<file path="src/rtl/commit_ctrl_pkg.sv">
// Shared types and constants for the N-lane commit/exception controller.
package commit_ctrl_pkg;

  typedef enum logic [1:0] {
    S_RUN   = 2'd0,
    S_FLUSH = 2'd1,
    S_IDLE  = 2'd2
  } state_t;

  localparam int unsigned EXCP_INT    = 0;
  localparam int unsigned EXCP_ADEF   = 1;
  localparam int unsigned EXCP_TLBR_F = 2;
  localparam int unsigned EXCP_PIF    = 3;
  localparam int unsigned EXCP_PPI_F  = 4;
  localparam int unsigned EXCP_SYS    = 5;
  localparam int unsigned EXCP_BRK    = 6;
  localparam int unsigned EXCP_INE    = 7;
  localparam int unsigned EXCP_IPE    = 8;
  localparam int unsigned EXCP_ALE    = 9;
  localparam int unsigned EXCP_ADEM   = 10;
  localparam int unsigned EXCP_TLBR_M = 11;
  localparam int unsigned EXCP_PIS    = 12;
  localparam int unsigned EXCP_PME    = 13;
  localparam int unsigned EXCP_PPI_M  = 14;
  localparam int unsigned EXCP_PIL    = 15;

  // Exception classes whose bad VA is the fetch PC or the memory address
  localparam logic [15:0] FETCH_EXCP_MASK = 16'h001E;
  localparam logic [15:0] MEM_EXCP_MASK   = 16'hFE00;

  typedef struct packed {
    logic        valid;
    logic        excp;
    logic        ertn;
    logic        idle;
    logic        refetch;
    logic [15:0] excp_num;
    logic [31:0] pc;
    logic [31:0] mem_addr;
  } lane_rec_t;

  function automatic logic is_fetch_excp(input int unsigned idx);
    return (idx < 16) && FETCH_EXCP_MASK[idx[3:0]];
  endfunction

  function automatic logic is_mem_excp(input int unsigned idx);
    return (idx < 16) && MEM_EXCP_MASK[idx[3:0]];
  endfunction

endpackage

</file>
<file path="src/rtl/commit_prio_sel.sv">
// Lowest-set-bit finder: reports whether any bit is set and the index of the lowest one.
module commit_prio_sel #(
  parameter int unsigned WIDTH = 4,
  parameter int unsigned IDX_W = (WIDTH > 1) ? $clog2(WIDTH) : 1
) (
  input  logic [WIDTH-1:0] vec,
  output logic             found,
  output logic [IDX_W-1:0] idx
);

  // Scan from the top so the lowest set bit is the last one written
  always_comb begin
    found = 1'b0;
    idx   = '0;
    for (int i = WIDTH - 1; i >= 0; i--) begin
      if (vec[i]) begin
        found = 1'b1;
        idx   = IDX_W'(i);
      end
    end
  end

endmodule

</file>
<file path="src/rtl/commit_ctrl.sv">
// N-lane commit/exception controller with flush-hold and IDLE-wait states.
// Optional performance counters are built when COMMIT_CTRL_PERF_EN is defined.
module commit_ctrl
  import commit_ctrl_pkg::*;
#(
  parameter int unsigned COMMIT_WIDTH = 2,
  parameter int unsigned NUM_STAGES   = 7,
  parameter int unsigned EXCP_W       = 16,
  parameter int unsigned FLUSH_HOLD   = 2,
  localparam int unsigned LANE_W      = (COMMIT_WIDTH > 1) ? $clog2(COMMIT_WIDTH) : 1,
  localparam int unsigned EXCP_IDX_W  = (EXCP_W > 1) ? $clog2(EXCP_W) : 1
) (
  input  logic                         clk,
  input  logic                         rst,
  input  logic [COMMIT_WIDTH-1:0]      lane_valid_i,
  input  logic [COMMIT_WIDTH-1:0]      lane_excp_i,
  input  logic [COMMIT_WIDTH*EXCP_W-1:0] lane_excp_num_i,
  input  logic [COMMIT_WIDTH*32-1:0]   lane_pc_i,
  input  logic [COMMIT_WIDTH*32-1:0]   lane_mem_addr_i,
  input  logic [COMMIT_WIDTH-1:0]      lane_ertn_i,
  input  logic [COMMIT_WIDTH-1:0]      lane_idle_i,
  input  logic [COMMIT_WIDTH-1:0]      lane_refetch_i,
  input  logic [NUM_STAGES-1:0]        stage_ready_i,
  input  logic                         intr_pending_i,
  output logic [COMMIT_WIDTH-1:0]      commit_mask_o,
  output logic [NUM_STAGES-1:0]        flush_o,
  output logic [NUM_STAGES-1:0]        advance_o,
  output logic                         excp_valid_o,
  output logic [LANE_W-1:0]            excp_lane_o,
  output logic [EXCP_IDX_W-1:0]        excp_idx_o,
  output logic [31:0]                  era_o,
  output logic [31:0]                  badv_o,
  output logic                         badv_we_o,
  output logic                         ertn_o,
  output logic                         redirect_o,
  output logic                         idle_o
`ifdef COMMIT_CTRL_PERF_EN
  ,
  output logic [63:0]                  perf_commit_cnt_o,
  output logic [31:0]                  perf_flush_cnt_o
`endif
);

  localparam int unsigned CNT_W = $clog2(FLUSH_HOLD + 1);

  state_t             state_q, state_d;
  logic [CNT_W-1:0]   cnt_q, cnt_d;
  logic               to_idle_q, to_idle_d;
  logic [31:0]        idle_pc_q, idle_pc_d;
  logic               prev_ready_q;

  logic               ready_all;
  logic               flush_evt;
  logic [COMMIT_WIDTH-1:0] term_vec;
  logic               term_found;
  logic [LANE_W-1:0]  term_idx;
  int unsigned        t_pos;
  logic               term_excp, term_ertn, term_idle;
  logic [31:0]        term_pc, term_mem;
  logic [EXCP_W-1:0]  term_excp_num;
  logic               excp_num_found;
  logic [EXCP_IDX_W-1:0] excp_sel_idx;

  logic [31:0]        pc_arr   [COMMIT_WIDTH];
  logic [31:0]        mem_arr  [COMMIT_WIDTH];
  logic [EXCP_W-1:0]  enum_arr [COMMIT_WIDTH];

  assign ready_all = &stage_ready_i;
  assign term_vec  = lane_valid_i & (lane_excp_i | lane_ertn_i | lane_idle_i | lane_refetch_i);

  always_comb begin
    for (int unsigned i = 0; i < COMMIT_WIDTH; i++) begin
      pc_arr[i]   = lane_pc_i[i*32 +: 32];
      mem_arr[i]  = lane_mem_addr_i[i*32 +: 32];
      enum_arr[i] = lane_excp_num_i[i*EXCP_W +: EXCP_W];
    end
  end

  commit_prio_sel #(.WIDTH(COMMIT_WIDTH), .IDX_W(LANE_W)) u_term_sel (
    .vec   (term_vec),
    .found (term_found),
    .idx   (term_idx)
  );

  assign term_excp     = lane_excp_i[term_idx];
  assign term_ertn     = lane_ertn_i[term_idx];
  assign term_idle     = lane_idle_i[term_idx];
  assign term_pc       = pc_arr[term_idx];
  assign term_mem      = mem_arr[term_idx];
  assign term_excp_num = enum_arr[term_idx];
  assign t_pos         = term_found ? 32'(term_idx) : COMMIT_WIDTH;

  commit_prio_sel #(.WIDTH(EXCP_W), .IDX_W(EXCP_IDX_W)) u_excp_sel (
    .vec   (term_excp_num),
    .found (excp_num_found),
    .idx   (excp_sel_idx)
  );

  always_ff @(posedge clk) begin
    if (rst) begin
      state_q      <= S_RUN;
      cnt_q        <= '0;
      to_idle_q    <= 1'b0;
      idle_pc_q    <= '0;
      prev_ready_q <= 1'b0;
    end else begin
      state_q      <= state_d;
      cnt_q        <= cnt_d;
      to_idle_q    <= to_idle_d;
      idle_pc_q    <= idle_pc_d;
      prev_ready_q <= ready_all;
    end
  end

  // Next-state and same-cycle commit/flush/report outputs
  always_comb begin
    state_d       = state_q;
    cnt_d         = cnt_q;
    to_idle_d     = to_idle_q;
    idle_pc_d     = idle_pc_q;
    flush_evt     = 1'b0;
    commit_mask_o = '0;
    flush_o       = '0;
    advance_o     = {NUM_STAGES{ready_all}};
    excp_valid_o  = 1'b0;
    excp_lane_o   = '0;
    excp_idx_o    = '0;
    era_o         = '0;
    badv_o        = '0;
    badv_we_o     = 1'b0;
    ertn_o        = 1'b0;
    redirect_o    = 1'b0;
    idle_o        = 1'b0;

    case (state_q)
      S_RUN: begin
        for (int unsigned i = 0; i < COMMIT_WIDTH; i++) begin
          commit_mask_o[i] = lane_valid_i[i] & ready_all &
                             ((i < t_pos) | ((i == t_pos) & ~lane_excp_i[i]));
        end
        if (ready_all && term_found) begin
          flush_o    = '1;
          redirect_o = 1'b1;
          flush_evt  = 1'b1;
          to_idle_d  = 1'b0;
          if (term_excp) begin
            excp_valid_o = 1'b1;
            excp_lane_o  = term_idx;
            excp_idx_o   = excp_sel_idx;
            era_o        = term_pc;
            if (excp_num_found && is_fetch_excp(32'(excp_sel_idx))) begin
              badv_o    = term_pc;
              badv_we_o = 1'b1;
            end else if (excp_num_found && is_mem_excp(32'(excp_sel_idx))) begin
              badv_o    = term_mem;
              badv_we_o = 1'b1;
            end
          end else if (term_ertn) begin
            ertn_o = 1'b1;
          end else if (term_idle) begin
            idle_pc_d = term_pc + 32'd4;
            to_idle_d = 1'b1;
          end else begin
            era_o = term_pc;
          end
          if (FLUSH_HOLD == 1) begin
            state_d   = to_idle_d ? S_IDLE : S_RUN;
            to_idle_d = 1'b0;
          end else begin
            state_d = S_FLUSH;
            cnt_d   = CNT_W'(FLUSH_HOLD - 1);
          end
        end else if (prev_ready_q && !ready_all) begin
          flush_o[0] = 1'b1;
        end
      end

      S_FLUSH: begin
        flush_o = '1;
        cnt_d   = cnt_q - CNT_W'(1);
        if (cnt_q <= CNT_W'(1)) begin
          state_d   = to_idle_q ? S_IDLE : S_RUN;
          cnt_d     = '0;
          to_idle_d = 1'b0;
        end
      end

      S_IDLE: begin
        advance_o = '0;
        idle_o    = 1'b1;
        if (intr_pending_i) begin
          excp_valid_o = 1'b1;
          era_o        = idle_pc_q;
          redirect_o   = 1'b1;
          flush_o      = '1;
          flush_evt    = 1'b1;
          to_idle_d    = 1'b0;
          if (FLUSH_HOLD == 1) begin
            state_d = S_RUN;
          end else begin
            state_d = S_FLUSH;
            cnt_d   = CNT_W'(FLUSH_HOLD - 1);
          end
        end
      end

      default: begin
        state_d = S_RUN;
        cnt_d   = '0;
      end
    endcase

    // Reset holds every output at its idle value, advance stays open
    if (rst) begin
      flush_evt     = 1'b0;
      commit_mask_o = '0;
      flush_o       = '0;
      advance_o     = '1;
      excp_valid_o  = 1'b0;
      excp_lane_o   = '0;
      excp_idx_o    = '0;
      era_o         = '0;
      badv_o        = '0;
      badv_we_o     = 1'b0;
      ertn_o        = 1'b0;
      redirect_o    = 1'b0;
      idle_o        = 1'b0;
    end
  end

`ifdef COMMIT_CTRL_PERF_EN
  logic [63:0] commit_cnt_q;
  logic [31:0] flush_cnt_q;
  logic [LANE_W:0] commit_pop;

  always_comb begin
    commit_pop = '0;
    for (int unsigned i = 0; i < COMMIT_WIDTH; i++) begin
      commit_pop = commit_pop + (LANE_W + 1)'(commit_mask_o[i]);
    end
  end

  always_ff @(posedge clk) begin
    if (rst) begin
      commit_cnt_q <= '0;
      flush_cnt_q  <= '0;
    end else begin
      commit_cnt_q <= commit_cnt_q + 64'(commit_pop);
      flush_cnt_q  <= flush_cnt_q + 32'(flush_evt);
    end
  end

  assign perf_commit_cnt_o = commit_cnt_q;
  assign perf_flush_cnt_o  = flush_cnt_q;
`endif

endmodule
</file>
<file path="config.mk">
export PLATFORM = sky130hd
export DESIGN_NAME = commit_ctrl
export DESIGN_NICKNAME = d
export VERILOG_FILES = /design/src/rtl/commit_ctrl_pkg.sv /design/src/rtl/commit_prio_sel.sv /design/src/rtl/commit_ctrl.sv
export SDC_FILE = /design/constraint.sdc
export NUM_CORES = 1
export LEC_CHECK = 0
export BUFFER_PORTS_ARGS = -buffer_cell sky130_fd_sc_hd__buf_2
export CAP_MARGIN = 20
export CORE_MARGIN = 1.5
export CORE_UTILIZATION = 41
export DETAILED_ROUTE_END_ITERATION = 6
export PLACE_DENSITY_LB_ADDON = 0.25
export SLEW_MARGIN = 20
export SYNTH_ARGS = -nofsm -noshare
export SYNTH_HDL_FRONTEND = slang
export SYNTH_HIERARCHICAL = 1
export SYNTH_SLANG_ARGS = --single-unit
</file>
<file path="constraint.sdc">
create_clock -name clk -period 4.34 [get_ports clk]
set_input_delay 0.434 -clock clk [delete_from_list [all_inputs] [get_ports clk]]
set_output_delay 0.434 -clock clk [all_outputs]
set_load 0.01 [all_outputs]
</file>
* After elaboration in Yosys (flattened, before gate mapping) *
Memories as Yosys holds them, arrays and structs flattened.
Index checks and enable logic that the tools add are counted.

storage, ports and cells
  input port bits = 180
  ROM bits = 32
  memories = 2
  register bits after elaboration = 38
  output and inout port bits = 90

memory list
  memory           words  width  read ports  clocked after memory_dff  wr ports  RTL line               source
  (no name shown)  16     1      1           0                         0         commit_ctrl_pkg.sv:47  return (idx < 16) && MEM_EXCP_MASK[idx[3:0]];
  (no name shown)  16     1      1           0                         0         commit_ctrl_pkg.sv:43  return (idx < 16) && FETCH_EXCP_MASK[idx[3:0]];

cells by class
  multiplexer cells = 119
  eq/ne operators = 6
  bitwise operators = 17
  reduce and logical (&&, ||, !) cells = 13
  order comparisons = 6
  add/subtract/negate cells = 2

operators with widths
  cell                   count
  $mux 32                18
  $mux 4                 20
  $pmux 32 s2            1
  $mux 1                 58
  $mux 16                3
  $add 32x3->32 const B  1
  $logic_not 32->1       1
  $mux 7                 4
  $pmux 7 s3             1
  $mux 2                 8
  $pmux 2 s3             2
  $reduce_and 7->1       1
  $and 1x1->1            6
  $mux 6                 1
  $ne 2x2->1 const B     3
  $or 2x2->2             3
  $lt 4x5->1 const B     1
  $reduce_and 5->1       1
  $logic_and 1x1->1      4
  $lt 1x2->1 const A     2
  $not 1->1              4
  $pmux 1 s2             2
  $reduce_and 4->1       1
  $pmux 1 s3             1
  15 further kinds       16

* Logic depth before layout (Yosys ltp) *
  word-level depth = 35
  mapped depth = 19
  mapped depth without buffers = 12

* By module *
Netlist, hierarchy kept.

modules (own cells, without submodules)
  module                        instances  area each (um^2)  cells each
  commit_ctrl                   1          4,478.0           559
  commit_prio_sel (u_excp_sel)  1          178.9             33
  commit_prio_sel (u_term_sel)  1          15.0              2

* Worst setup path after synthesis *
OpenSTA, ideal clock, no wires.

  kind = input -> output
  start point = input lane_excp_i[0]
  end point = output badv_o[10]
  data required time = 3,906 ps
  cell stages on the path = 19
  arrival = 4,217 ps
  slack = -311 ps
  cell sequence = o41a_1 > and2b_2 > buf_6 > buf_8 > buf_4 > buf_2 > buf_2 > mux2_2 > inv_1 > a21oi_1 > o311a_2 > o22ai_1 > nor2_1 > ha_1 > nand3b_1 > buf_1 > clkbuf_1 > nor2_1 > a211oi_1

RTL lines
  what                                             RTL line               source
  start, declared                                  commit_ctrl.sv:16      input logic [COMMIT_WIDTH-1:0] lane_excp_i,
  $or 2x2->2 (*) (3 in series)                     commit_ctrl.sv:69      assign term_vec = lane_valid_i & (lane_excp_i | lane_ertn_i | lane_idle_i | lane_refetch_i);
  $and 2x2->2 (*)                                  commit_ctrl.sv:69
  $mux 1 (*)                                       commit_prio_sel.sv:16  if (vec[i]) begin
  net term_idx                                     commit_ctrl.sv:56      logic [LANE_W-1:0] term_idx;
  $not 1->2 (not written as such) (*)              commit_ctrl.sv:90      assign term_excp_num = enum_arr[term_idx];
  $mux 16 (not written as such) (*) (3 in series)  commit_ctrl.sv:90
  net term_excp_num[14]                            commit_ctrl.sv:60      logic [EXCP_W-1:0] term_excp_num;
  $mux 4 (*) (15 in series)                        commit_prio_sel.sv:16
  net excp_sel_idx[0]                              commit_ctrl.sv:62      logic [EXCP_IDX_W-1:0] excp_sel_idx;
  [1 not listed]                                   -
  $mux 1 (not written as such)                     commit_ctrl_pkg.sv:47
  $logic_and 1x1->1                                commit_ctrl.sv:154     end else if (excp_num_found && is_mem_excp(32'(excp_sel_idx))) begin
  $mux 32                                          commit_ctrl.sv:154
  $mux 32 (*)                                      commit_ctrl.sv:151     if (excp_num_found && is_fetch_excp(32'(excp_sel_idx))) begin
  $mux 32 (*)                                      commit_ctrl.sv:146     if (term_excp) begin
  $mux 32 (*)                                      commit_ctrl.sv:141     if (ready_all && term_found) begin
  $mux 32 (*)                                      commit_ctrl.sv:135     case (state_q)
  $mux 32 (*)                                      commit_ctrl.sv:214     if (rst) begin
  end, declared                                    commit_ctrl.sv:32      output logic [31:0] badv_o,

The timed path passes the listed nets; every way through them passes the cells marked *. The select of a mux whose other input is x is not followed.

* Worst setup path after layout *
  start point = input lane_excp_i[0]
  end point = output badv_o[18]

RTL lines
  what                                             RTL line               source
  $or 2x2->2 (*) (3 in series)                     commit_ctrl.sv:69
  $and 2x2->2 (*)                                  commit_ctrl.sv:69
  net term_vec[0]                                  commit_ctrl.sv:54      logic [COMMIT_WIDTH-1:0] term_vec;
  $mux 1 (*)                                       commit_prio_sel.sv:16
  net term_idx                                     commit_ctrl.sv:56
  $not 1->2 (not written as such) (*)              commit_ctrl.sv:90
  $mux 16 (not written as such) (*) (3 in series)  commit_ctrl.sv:90
  net term_excp_num[12]                            commit_ctrl.sv:60
  [13 not listed]                                  -
  net excp_sel_idx[0]                              commit_ctrl.sv:62
  [1 not listed]                                   -
  $mux 1 (not written as such)                     commit_ctrl_pkg.sv:47
  $logic_and 1x1->1                                commit_ctrl.sv:154
  $mux 32                                          commit_ctrl.sv:154
  $mux 32 (*)                                      commit_ctrl.sv:151
  $mux 32 (*)                                      commit_ctrl.sv:146
  $mux 32 (*)                                      commit_ctrl.sv:141
  $mux 32 (*)                                      commit_ctrl.sv:135
  $mux 32 (*)                                      commit_ctrl.sv:214

Marked as above.

==> out/metrics.yaml <==
status:
  status: "completed"
routing:
  avgViaCountPerCell: 5.56
  wire_per_inst_um: 16.0
  antenna_left: 0
  drc: 0
  drt_iter0_markers: 256
  via_count: 5417
  dr.pass1.iters: 5
  wl_mm: 15.6
setup_path:
  cp.arrival_ns: 3.77
  crit_start: "lane_excp_i[0]"
  slowest_stage: "o41a_1"
  required_ns: 3.91
  cp_cell_sequence: "buf_2, o41a_1, and2b_4, buf_4, mux2_2, o311a_2, o22ai_1, nor2_1, ha_1, nand3b_1, buf_4, buf_12, nor2_1, a211oi_2, buf_2"
  cpPeakStageDelay_ns: 0.41
  setup.worst_path.end_class: "output pin"
  startpoint_type: "primary input"
  crit_fanout: 26
  r2r-start: "state_q[0]"
  crit_type: "primary input to output pin"
floorplanning:
  initial_core_util_pct: 42.5
  pin_count: 270
  die_area_um2: 12000
  die_h_um: 110
  num_rows: 38
  die_w_um: 110
  core_um2: 11000
sta:
  finalWorstPathRequiredPeriod_ns: 4.21
  fin_crit_sh_pct: 96.9
  slew_violations: 0
  finClkSkew_ns: 0.00541
  fmax_mhz: 238
  worst_slew_pin_slew_ns: 0.848
  slew_headroom_pct: 43.1
  hold_viol: 0
  setup_viol: 0
clocking:
  numCtsBuffers: 5
  cts_hold_buf: 0
  cts_setup_buffers: 0
  htree_levels: 2
  clock_latency_ns: 0.27
  cts_resized: 0
  cts.sinks: 38
  clock_tree.root_cell: "clkbuf_16"
  clockBufferDepth: 2
  clk_pin_slew_ns: 0.05
  cts_tree: "done"
power:
  cellPowerDensity_nw_per_um2: 195
  ir_drop_mv: 0.169
  netSwitchingFraction_pct: 32.5
  clkPwrFrac_pct: 33.4
  power.total_mw: 1.25
  power.switching_uw: 407
  seqPwrFrac_pct: 28.3
  p_leak_nw: 2.94
  p_int_uw: 845
  power_frac_comb_pct: 38.3
logic_synthesis:
  synth_edf_count: 0
  synth_seq_cells: 38
  yosysSeqAreaShare_pct: 16.3
  async_flop_share_pct: 0
  synth_cell_type_count: 73
  avgSynthCellArea_um2: 7.87
  synth_flop_cell: "dfxtp_1"
  yosys_warnings: 6
  synth_top_area_share_pct: 16.3
  synth_area_um2: 4670
  yosysTopAreaCell: "dfxtp_1"
  netlist_instances: 594
  synth.area.top_cells: "dfxtp_1, mux2_2, mux2i_1, nor2_1, a211oi_1"
  synth_fp_nets: 781
global_routing:
  grt_pass1_wl_mm: 23.4
  grt_max_degree: 56
  busiest_layer: "met2"
  grt_overflow: 0
  grt_use_met2_pct: 44.5
  grt_antenna_before_repair: 0
  grtUsageMet1_pct: 29.2
  use_met3_pct: 2.73
  grtUsageTotal_pct: 23.9
  grt_pass1_vias: 4996
finish:
  drive_gt1_share_pct: 48.1
  n_antenna_cell: 0
  final_common_cell: "buf_2"
  fin_nets: 1022
  area_growth_pct: 37.4
  layout.cells.most_common_list: "buf_2, nor2_1, nand2_1, mux2_2, dfxtp_1"
  nFillCells: 1060
  utilization_pct: 58.4
hold_path:
  holdCritPathClass: "flop to flop"
  worstHoldStart: "idle_pc_q[6]"
placement:
  dp_hpwl_mm: 12.0
  gp_congestion: 0.826
  numPortBuffers: 269
job:
  cap_violations: 0
-- synth_stat cells (9+ instances only) --
library cell   n
clkbuf_1      17
xnor2_1       11
dfxtp_1       38
nand3_1       11
mux2i_1       37
inv_1         10
a211oi_1      34
nor3_1         9
xor2_1        12
mux2_2        43
buf_4         15
buf_2         16
nor2_1        91
nand4_1        9
a22oi_1       33
a21oi_1       23
nand2_1       43
a22o_1        19
-- state kept, by name (all words and copies together) (netlist names) --
register      flops
cnt_q             2
idle_pc_q        32
prev_ready_q      1
state_q           2
to_idle_q         1
-- final timing paths --
| check | to | slack [ns] | cells after the start |
|---|---|---|---|
| setup reg to reg | idle_pc_q[15] | 1.97 | 7 |
| hold / removal | idle_pc_q[6] | 0.46 | 2 |
| setup / recovery | badv_o[18] | 0.13 | 15 |
| hold reg to reg | idle_pc_q[6] | 0.46 | 2 |
-- per-stage QoR --
stage | std cells | worst slack (ns) | cell area [um2] | hold WS (ns) | TNS (ns)
after floorplan | 594 | -0.0218 | 4820 | 0.432 | -0.0437
after global placement | 961 | 0.219 | 6170 | 0.439 | 0
after detailed placement | 961 | 0.0850 | 6170 | 0.447 | 0
after CTS | 968 | 0.0689 | 6340 | 0.455 | 0
after global routing | 975 | -0.0144 | 6420 | 0.471 | -0.0144
final | 975 | 0.132 | 6420 | 0.455 | 0
-- worst max-delay path, delay by kind of cell --
kind,cells,cell delay [ns]
AOI/OAI and AO/OA,4,1.24
adders and majority gates,1,0.33
buffers and inverters,5,0.78
muxes,1,0.36
and+or+nand+nor,4,0.62
-- cell type report --
cell class | instances | area [um2] | share of cell area [%]
Multi-Input combinational cell | 491 | 3730 | 58.1
Timing Repair Buffer | 288 | 1540 | 24.1
Sequential cell | 38 | 761 | 11.9
Tap cell | 140 | 175 | 2.73
Clock buffer | 6 | 139 | 2.16
Inverter | 11 | 41.3 | 0.643
Clock inverter | 1 | 30.0 | 0.468
-- power by group through the flow --
| stage | combinational [mW] | sequential [mW] | clock [mW] |
|---|---|---|---|
| 3_5_place_dp | 0.454 | 0.361 | 0 |
| 4_1_cts | 0.456 | 0.354 | 0.427 |
| 3_3_place_gp | 0.442 | 0.361 | 0 |
| 6_report | 0.480 | 0.354 | 0.418 |
| 2_1_floorplan | 0.304 | 0.361 | 0 |
| 5_1_grt | 0.521 | 0.354 | 0.437 |
-- metal layers --
| layer | vias up | routed length, um |
|---|---|---|
| met5 | - | 0 |
| met4 | 0 | 241 |
| met3 | 23 | 853 |
| met2 | 206 | 8010 |
| met1 | 2528 | 6530 |
| li1 | 2660 | - |
-- cell families after synthesis --
logic type	share of synthesized area, %
and+or+nand+nor	27.6
xor gates and xnor gates	4.31
buffers and inverters	7.45
muxes	18.9
DFF	16.3
AOI/OAI and AO/OA	23.6
adders and majority gates	1.87
Power figures use the tool's default switching activity.
